[config.mk]
export PLATFORM = sky130hd
export DESIGN_NAME = ram_access_master_flat
export DESIGN_NICKNAME = d
export VERILOG_FILES = /design/src/rtl/ram_pkg.sv /design/src/rtl/ram_access_master_if.sv /design/src/rtl/ram_parity_chk.sv /design/src/rtl/ram_access_master.sv /design/src/flat_wrapper.sv
export SDC_FILE = /design/constraint.sdc
export NUM_CORES = 1
export LEC_CHECK = 0
export CORE_MARGIN = 2
export CORE_UTILIZATION = 25
export DETAILED_ROUTE_END_ITERATION = 10
export DONT_BUFFER_PORTS = 1
export PLACE_DENSITY = 0.39
export SKIP_LAST_GASP = 1
export SYNTH_ARGS = -nofsm -noshare
export SYNTH_HDL_FRONTEND = slang
export SYNTH_HIERARCHICAL = 1
export SYNTH_SLANG_ARGS = --single-unit
[constraint.sdc]
create_clock -name clk -period 2.1 [get_ports clk]
set_input_delay 0.315 -clock clk [delete_from_list [all_inputs] [get_ports clk]]
set_output_delay 0.315 -clock clk [all_outputs]
set_load 0.01 [all_outputs]
[src/rtl/ram_pkg.sv]
// Shared definitions for the single-port parity RAM and its access master:
// default widths and the access FSM state encoding.
package ram_pkg;

    localparam int unsigned MEM_WIDTH = 16;
    localparam int unsigned ADDR_SIZE = 10;

    typedef enum logic [2:0] {
        ST_IDLE,
        ST_ADDR,
        ST_EXEC,
        ST_DOUT,
        ST_CAPT,
        ST_RESP
    } state_e;

endpackage

[src/rtl/ram_access_master_if.sv]
// Request/response handshake bundle between a command front end (master)
// and the RAM access master (slave).
interface ram_access_master_if #(
    parameter int MEM_WIDTH = ram_pkg::MEM_WIDTH,
    parameter int ADDR_SIZE = ram_pkg::ADDR_SIZE
);

    logic                 req_valid;
    logic                 req_ready;
    logic                 req_write;
    logic [ADDR_SIZE-1:0] req_addr;
    logic [MEM_WIDTH-1:0] req_data;

    logic                 rsp_valid;
    logic                 rsp_ready;
    logic                 rsp_write;
    logic [MEM_WIDTH-1:0] rsp_data;
    logic                 rsp_parity;
    logic                 rsp_perr;

    modport master (
        output req_valid, req_write, req_addr, req_data, rsp_ready,
        input  req_ready, rsp_valid, rsp_write, rsp_data, rsp_parity, rsp_perr
    );

    modport slave (
        input  req_valid, req_write, req_addr, req_data, rsp_ready,
        output req_ready, rsp_valid, rsp_write, rsp_data, rsp_parity, rsp_perr
    );

endinterface

[src/rtl/ram_parity_chk.sv]
// Odd-parity checker: expected parity is the XNOR-reduction of the data,
// mismatch flags a parity bit that disagrees with it.
module ram_parity_chk #(
    parameter int MEM_WIDTH = ram_pkg::MEM_WIDTH
) (
    input  logic [MEM_WIDTH-1:0] data_i,
    input  logic                 parity_i,
    output logic                 exp_parity_o,
    output logic                 mismatch_o
);

    always_comb begin
        exp_parity_o = ~^data_i;
        mismatch_o   = parity_i ^ exp_parity_o;
    end

endmodule

[src/rtl/ram_access_master.sv]
// Initiator for the single-port parity RAM: accepts word requests, sequences
// the RAM strobes for the configured pipeline depth, returns one response each.
module ram_access_master
    import ram_pkg::*;
#(
    parameter int MEM_WIDTH     = ram_pkg::MEM_WIDTH,
    parameter int ADDR_SIZE     = ram_pkg::ADDR_SIZE,
    parameter int ADDR_PIPELINE = 0,
    parameter int DOUT_PIPELINE = 1
) (
    input  logic                 clk,
    input  logic                 rst,
    ram_access_master_if.slave   bus,
    output logic [ADDR_SIZE-1:0] ram_addr,
    output logic [MEM_WIDTH-1:0] ram_din,
    output logic                 ram_wr_en,
    output logic                 ram_rd_en,
    output logic                 ram_blk_select,
    output logic                 ram_addr_en,
    output logic                 ram_dout_en,
    input  logic [MEM_WIDTH-1:0] ram_dout,
    input  logic                 ram_parity
);

    state_e               state_q, state_d;
    logic                 write_q;
    logic [ADDR_SIZE-1:0] addr_q;
    logic [MEM_WIDTH-1:0] din_q;
    logic                 rsp_write_q;
    logic [MEM_WIDTH-1:0] rsp_data_q;
    logic                 rsp_parity_q;
    logic                 rsp_perr_q;
    logic                 perr_calc;
    logic                 exp_parity_unused;

    ram_parity_chk #(
        .MEM_WIDTH (MEM_WIDTH)
    ) u_parity_chk (
        .data_i       (ram_dout),
        .parity_i     (ram_parity),
        .exp_parity_o (exp_parity_unused),
        .mismatch_o   (perr_calc)
    );

    always_comb begin
        state_d = state_q;
        unique case (state_q)
            ST_IDLE: if (bus.req_valid) state_d = (ADDR_PIPELINE != 0) ? ST_ADDR : ST_EXEC;
            ST_ADDR: state_d = ST_EXEC;
            ST_EXEC: begin
                if (write_q)                 state_d = ST_RESP;
                else if (DOUT_PIPELINE != 0) state_d = ST_DOUT;
                else                         state_d = ST_CAPT;
            end
            ST_DOUT: state_d = ST_CAPT;
            ST_CAPT: state_d = ST_RESP;
            ST_RESP: if (bus.rsp_ready) state_d = ST_IDLE;
            default: state_d = ST_IDLE;
        endcase
    end

    // Write responses carry no data, so their rsp fields are zeroed at accept.
    always_ff @(posedge clk or negedge rst) begin
        if (!rst) begin
            state_q      <= ST_IDLE;
            write_q      <= 1'b0;
            addr_q       <= '0;
            din_q        <= '0;
            rsp_write_q  <= 1'b0;
            rsp_data_q   <= '0;
            rsp_parity_q <= 1'b0;
            rsp_perr_q   <= 1'b0;
        end else begin
            state_q <= state_d;
            if (state_q == ST_IDLE && bus.req_valid) begin
                write_q     <= bus.req_write;
                addr_q      <= bus.req_addr;
                din_q       <= bus.req_data;
                rsp_write_q <= bus.req_write;
                if (bus.req_write) begin
                    rsp_data_q   <= '0;
                    rsp_parity_q <= 1'b0;
                    rsp_perr_q   <= 1'b0;
                end
            end
            if (state_q == ST_CAPT) begin
                rsp_data_q   <= ram_dout;
                rsp_parity_q <= ram_parity;
                rsp_perr_q   <= perr_calc;
            end
        end
    end

    always_comb begin
        bus.req_ready  = (state_q == ST_IDLE);
        bus.rsp_valid  = (state_q == ST_RESP);
        bus.rsp_write  = rsp_write_q;
        bus.rsp_data   = rsp_data_q;
        bus.rsp_parity = rsp_parity_q;
        bus.rsp_perr   = rsp_perr_q;
        ram_addr       = addr_q;
        ram_din        = din_q;
        ram_addr_en    = (state_q == ST_ADDR);
        ram_blk_select = (state_q == ST_EXEC);
        ram_wr_en      = (state_q == ST_EXEC) && write_q;
        ram_rd_en      = (state_q == ST_EXEC) && !write_q;
        ram_dout_en    = (state_q == ST_DOUT);
    end

endmodule
[src/flat_wrapper.sv]
// flat-port wrapper written by rule: the top's interface ports become plain ports
module ram_access_master_flat import ram_pkg::*;
#(
    parameter int MEM_WIDTH     = ram_pkg::MEM_WIDTH,
    parameter int ADDR_SIZE     = ram_pkg::ADDR_SIZE,
    parameter int ADDR_PIPELINE = 0,
    parameter int DOUT_PIPELINE = 1
)
  (clk, rst, ram_addr, ram_din, ram_wr_en, ram_rd_en, ram_blk_select, ram_addr_en, ram_dout_en, ram_dout, ram_parity, bus_req_valid, bus_req_write, bus_req_addr, bus_req_data, bus_rsp_ready, bus_req_ready, bus_rsp_valid, bus_rsp_write, bus_rsp_data, bus_rsp_parity, bus_rsp_perr);
  ram_access_master_if #(.MEM_WIDTH(MEM_WIDTH), .ADDR_SIZE(ADDR_SIZE)) bus_i ();
  input  logic clk;
  input  logic rst;
  output logic [ADDR_SIZE-1:0] ram_addr;
  output logic [MEM_WIDTH-1:0] ram_din;
  output logic ram_wr_en;
  output logic ram_rd_en;
  output logic ram_blk_select;
  output logic ram_addr_en;
  output logic ram_dout_en;
  input  logic [MEM_WIDTH-1:0] ram_dout;
  input  logic ram_parity;
  input wire logic [$bits(bus_i.req_valid)-1:0] bus_req_valid;
  input wire logic [$bits(bus_i.req_write)-1:0] bus_req_write;
  input wire logic [$bits(bus_i.req_addr)-1:0] bus_req_addr;
  input wire logic [$bits(bus_i.req_data)-1:0] bus_req_data;
  input wire logic [$bits(bus_i.rsp_ready)-1:0] bus_rsp_ready;
  output wire logic [$bits(bus_i.req_ready)-1:0] bus_req_ready;
  output wire logic [$bits(bus_i.rsp_valid)-1:0] bus_rsp_valid;
  output wire logic [$bits(bus_i.rsp_write)-1:0] bus_rsp_write;
  output wire logic [$bits(bus_i.rsp_data)-1:0] bus_rsp_data;
  output wire logic [$bits(bus_i.rsp_parity)-1:0] bus_rsp_parity;
  output wire logic [$bits(bus_i.rsp_perr)-1:0] bus_rsp_perr;
  assign bus_i.req_valid = bus_req_valid;
  assign bus_i.req_write = bus_req_write;
  assign bus_i.req_addr = bus_req_addr;
  assign bus_i.req_data = bus_req_data;
  assign bus_i.rsp_ready = bus_rsp_ready;
  assign bus_req_ready = bus_i.req_ready;
  assign bus_rsp_valid = bus_i.rsp_valid;
  assign bus_rsp_write = bus_i.rsp_write;
  assign bus_rsp_data = bus_i.rsp_data;
  assign bus_rsp_parity = bus_i.rsp_parity;
  assign bus_rsp_perr = bus_i.rsp_perr;
  ram_access_master #(.MEM_WIDTH(MEM_WIDTH), .ADDR_SIZE(ADDR_SIZE), .ADDR_PIPELINE(ADDR_PIPELINE), .DOUT_PIPELINE(DOUT_PIPELINE)) u_core (.clk(clk), .rst(rst), .bus(bus_i), .ram_addr(ram_addr), .ram_din(ram_din), .ram_wr_en(ram_wr_en), .ram_rd_en(ram_rd_en), .ram_blk_select(ram_blk_select), .ram_addr_en(ram_addr_en), .ram_dout_en(ram_dout_en), .ram_dout(ram_dout), .ram_parity(ram_parity));
endmodule
# [After elaboration in Yosys (flattened, before gate mapping)]
# Cells that the tools add are included.
[totals] ff_bits=48 elab_cells=36 input_bits=48 out_inout_bits=52
[op_classes] reduce_logical=10 eq_ne=7 mux=11 bitwise=1
[ops] operator="16-bit two-way mux" count=3
[ops] operator="3-bit case mux with 6 select lines" count=1
[ops] operator="16-bit XNOR reduction" count=1
[ops] operator="3-bit two-way mux" count=3
[ops] operator="3-bit by 2-bit == test with 1-bit output (second input constant)" count=2
[ops] operator="3-bit == test (second input constant)" count=2
[ops] operator="1-bit two-way mux" count=4
[ops] operator="2-bit inequality test (second input constant)" count=2
[ops] operator="2-bit AND reduction" count=2
[ops] operator="2-bit nonzero test" count=2
[ops] operator="3-bit by 1-bit == test with 1-bit output (second input constant)" count=1
[ops] operator="1-bit logical AND" count=3
[ops] operator="3-bit logical NOT" count=1
[ops] operator="1-bit logical NOT" count=1
[ops] operator="1-bit XOR" count=1

# [Longest topological paths before layout]
[depth] ltp_word=4 ltp_mapped=6 ltp_nobuf=5

# [Modules after synthesis]
# Netlist, hierarchy kept.
[by_module_without_submodules] module="ram_access_master" cells_per_inst=124 n_inst=1 area_each_um2=1874.3 seq_area_each_um2=1201.2
[by_module_without_submodules] module="ram_parity_chk" cells_per_inst=16 n_inst=1 area_each_um2=153.9 seq_area_each_um2=0.0

# [Least setup slack after synthesis]
# OpenSTA, ideal clock, no wires.
[synth_timing] kind="reg2reg" from="register u_core.state_q[2]" to="register u_core.rsp_write_q, in the netlist u_core/bus.rsp_write" synth_period_minus_slack_ns=1.631 path_stages_with_launch=7 path_slack_ns=0.469 required_time_ns=1.973 arrival_time_ns=1.504 setup_ns=0.127 path_buffers=3 cell_sequence="dfrtp_1 buf_2 nor3_2 and2_1 buf_6 buf_6 mux2_1"
[synth_via] elab_chain_len=2
[synth_lines] element="start, declared" line="ram_access_master.sv:25" rtl="state_e state_q, state_d;"
[synth_lines] element="start signal, assigned" line="ram_access_master.sv:74" rtl="state_q <= state_d;"
[synth_lines] element="3-bit logical NOT"
[synth_lines] element="net bus_req_ready" line="flat_wrapper.sv:27" rtl="output wire logic [$bits(bus_i.req_ready)-1:0] bus_req_ready;"
[synth_lines] element="1-bit logical AND" line="ram_access_master.sv:75" rtl="if (state_q == ST_IDLE && bus.req_valid) begin"
[synth_lines] element="end signal, assigned" line="ram_access_master.sv:79" rtl="rsp_write_q <= bus.req_write;"
[synth_lines] element="end, declared" line="ram_access_master.sv:29" rtl="logic rsp_write_q;"
# The timed path passes the listed nets, and every way through them passes these cells.
# A chain may end at the register's enable or synchronous reset.

# [Worst setup path in the final report]
[layout_timing] from="register u_core.state_q[0]" to="register u_core.rsp_data_q[14], in the netlist u_core/bus.rsp_data[14]"
[layout_via] elab_chain_len=4 elab_cells_between_ends=7 cone_classes="1 x eq/ne; 1 x mux; 5 x reduce/logical"
[layout_lines] element="3-bit logical NOT" line="ram_access_master.sv:75"
[layout_lines] element="1-bit logical AND" line="ram_access_master.sv:75"
[layout_lines] element="2-bit nonzero test (no line)"
[layout_lines] element="2-bit AND reduction (no line)"
[layout_lines] element="end signal, assigned" line="ram_access_master.sv:87" rtl="rsp_data_q <= ram_dout;"
[layout_lines] element="end, declared" line="ram_access_master.sv:30" rtl="logic [MEM_WIDTH-1:0] rsp_data_q;"
# Parallel ways exist; a longest one is shown, timed or not.

==> impl_metrics.json <==
{
  "run_status": "complete, no violations",
  "largest_fanout_on_the_critical_path": 18,
  "design.core.area_sq_um": 7770,
  "layout.cells.non_filler": 243,
  "clk_path_buf_depth": 2,
  "clk-insertion-delay-late_ns": 0.29,
  "cts_tree": "yes",
  "design.portCount": 100,
  "worstSetupPathType": "reg -> reg",
  "delay_of_the_slowest_cell_on_the_worst_path_ns": 0.99,
  "grt_first_pass_wirelength_um": 5980,
  "setup_total_negative_slack_ns": 0,
  "layout-drive-gt1-share_pct": 14.2,
  "clock-root-buffer": "sky130_fd_sc_hd__clkbuf_8",
  "synthesis.area_sq_um": 2020,
  "postCtsSetupRepairBufs": 0,
  "routability_congestion": 0.723,
  "pin_count_of_the_biggest_net_entering_global_routing": 49,
  "initial_core_util_pct": 26.0,
  "power_dens_cells_nw_per_um2": 1540,
  "min_tclk_post_route_ns": 1.82,
  "post_synth_inst_count": 139,
  "antenna_cells": 0,
  "worstPathArrival_ns": 2.05,
  "timing.max_cap.violations": 0,
  "drt-total-wl_um": 3970,
  "detailedRoute.firstPassIterationCount": 3,
  "detail_route.iter0.violations": 3,
  "final_skew_ns": 0.00183,
  "placement.cell_area_sq_um": 2080,
  "final-max-slew-violation-count": 0,
  "clock_transition_at_path_regs_ns": 0.09,
  "vias_in_the_first_global_route": 1186,
  "clock.fmax_mhz": 549,
  "worstReg2RegStart": "u_core/state_q[0]$_DFFE_PN0P_",
  "via_per_inst": 4.54,
  "nets": 188,
  "power.net_switching_w": 0.00125,
  "finalSetupViolations": 0,
  "layout_commonest_cell": "sky130_fd_sc_hd__dfrtp_1",
  "worst_pin_slew_ns": 1.17,
  "crit_path_top_delay_cell": "sky130_fd_sc_hd__nor3b_2",
  "fillers": 806,
  "ys.warnings.count": 6,
  "post_place_cells": 233,
  "max-vdd-ir-drop_mv": 0.359,
  "grt_setup_unrepaired": "false",
  "startpoint_type": "flop",
  "clock_share_of_power_pct": 19.0,
  "crit_chain": "nor3b_2, a22o_1",
  "grt.overflow.total": 0,
  "numClockSinks": 48,
  "worst_ep_required_time_ns": 2.33,
  "syn_nets": 187,
  "final_design_area_no_fill_sq_um": 2230,
  "io_buffers": 0,
  "post_detailed_route_drc_marker_count": 0,
  "switching_share_pct": 36.2,
  "comb_power_share_pct": 25.9,
  "antenna_left": 0,
  "cts_inserted_buffers": 5,
  "dr_total_vias": 1103,
  "worstPathBufferInverterCount": 0,
  "hp-start": "ram_dout[1]",
  "post-layout-total-power_w": 0.00345,
  "floorplan.die_area_sq_um": 8810,
  "rows": 32,
  "routed_wire_length_per_instance_um": 16.3,
  "grt_util_all_layers_pct": 8.92,
  "finalCritPeriodShare_pct": 86.7,
  "antenna_found_initial": 0,
  "ff_latch_area_sq_um": 1200,
  "crit_start": "u_core/state_q[0]$_DFFE_PN0P_",
  "multi_input_comb_area_sq_um": 732,
  "power_frac_seq_pct": 55.1,
  "timing.hold.worst.class": "in -> reg",
  "hold_violations": 0,
  "area_growth_from_synthesis_to_layout_pct": 10.6,
  "power.internal_w": 0.00220,
  "power.leakage_nw": 0.950,
  "place_hpwl_um": 2900,
  "die_x_um": 93.9,
  "mostFrequentLayoutCells": "sky130_fd_sc_hd__dfrtp_1, sky130_fd_sc_hd__mux2_1, sky130_fd_sc_hd__a22o_1",
  "die_y_um": 93.9,
  "synth.avg_cell_area_sq_um": 14.5,
  "htree_levels": 2,
  "worst_setup_path_end_kind": "flop",
  "critical_path.top_delay_family": "simple AND/OR/NAND/NOR gates",
  "maxSlewHeadroom_pct": 21.7
}
==> metrics by stage <==
stage               setup WS, ns  util [%]  hold WS (ns)
floorplan                  0.469         -        0.0194
global placement           0.432      26.8        0.0208
detailed placement         0.294      26.8        0.0204
CTS                        0.287      28.8         0.130
global route               0.137      28.8         0.121
finish                     0.280      28.8         0.148
==> power groups by stage <==
stage	Combinational [W]	Sequential [W]	Clock [W]
after floorplan	0.000879	0.00177	0
after global placement	0.000838	0.00192	0
after detailed placement	0.000899	0.00192	0
after CTS	0.000914	0.00191	0.000689
after global routing	0.000989	0.00197	0.000738
final	0.000893	0.00190	0.000655
==> sequential cells by signal (all words and copies together), names as in the netlist <==
name,flops
u_core/bus.rsp_data,16
u_core/bus.rsp_parity,1
u_core/bus.rsp_perr,1
u_core/bus.rsp_write,1
u_core/ram_addr,10
u_core/ram_din,16
u_core/state_q,3
==> layer usage <==
metal | vias up | track usage (%) | part of all wire (%)
li1 | 489 | - | -
met1 | 532 | 10.8 | 41
met2 | 77 | 14.0 | 45
met3 | 5 | 4.17 | 13
met4 | 0 | 2.90 | 1.2
met5 | - | 0 | 0
==> final cells by class <==
cell class	instances	share of cell area (%)
clock buffer	5	3.08
clock inverter	3	1.90
inverter	1	0.168
multi-input combinational	81	32.8
sequential	48	53.8
tap	102	5.71
timing repair buffer	3	2.58
==> final timing paths <==
check,slack [ns],end,cells after the start
min in group asynchronous,0.53,u_core/ram_addr[2]$_DFFE_PN0P_,2
setup reg to reg,0.28,u_core/bus.rsp_data[14]$_DFFE_PN0P_,2
setup / recovery,0.28,u_core/bus.rsp_data[14]$_DFFE_PN0P_,2
hold / removal,0.15,u_core/bus.rsp_data[1]$_DFFE_PN0P_,1
max in group asynchronous,1.35,u_core/ram_addr[4]$_DFFE_PN0P_,2
hold reg to reg,0.57,u_core/ram_din[3]$_DFFE_PN0P_,1
==> timing repair <==
action / 4_1_cts / 5_1_grt
hold buffers: 2 / 0
resized for setup: 0 / 0
endpoints found under the hold margin: 48 / 0
No activity file was read; power rests on OpenSTA's default activity.
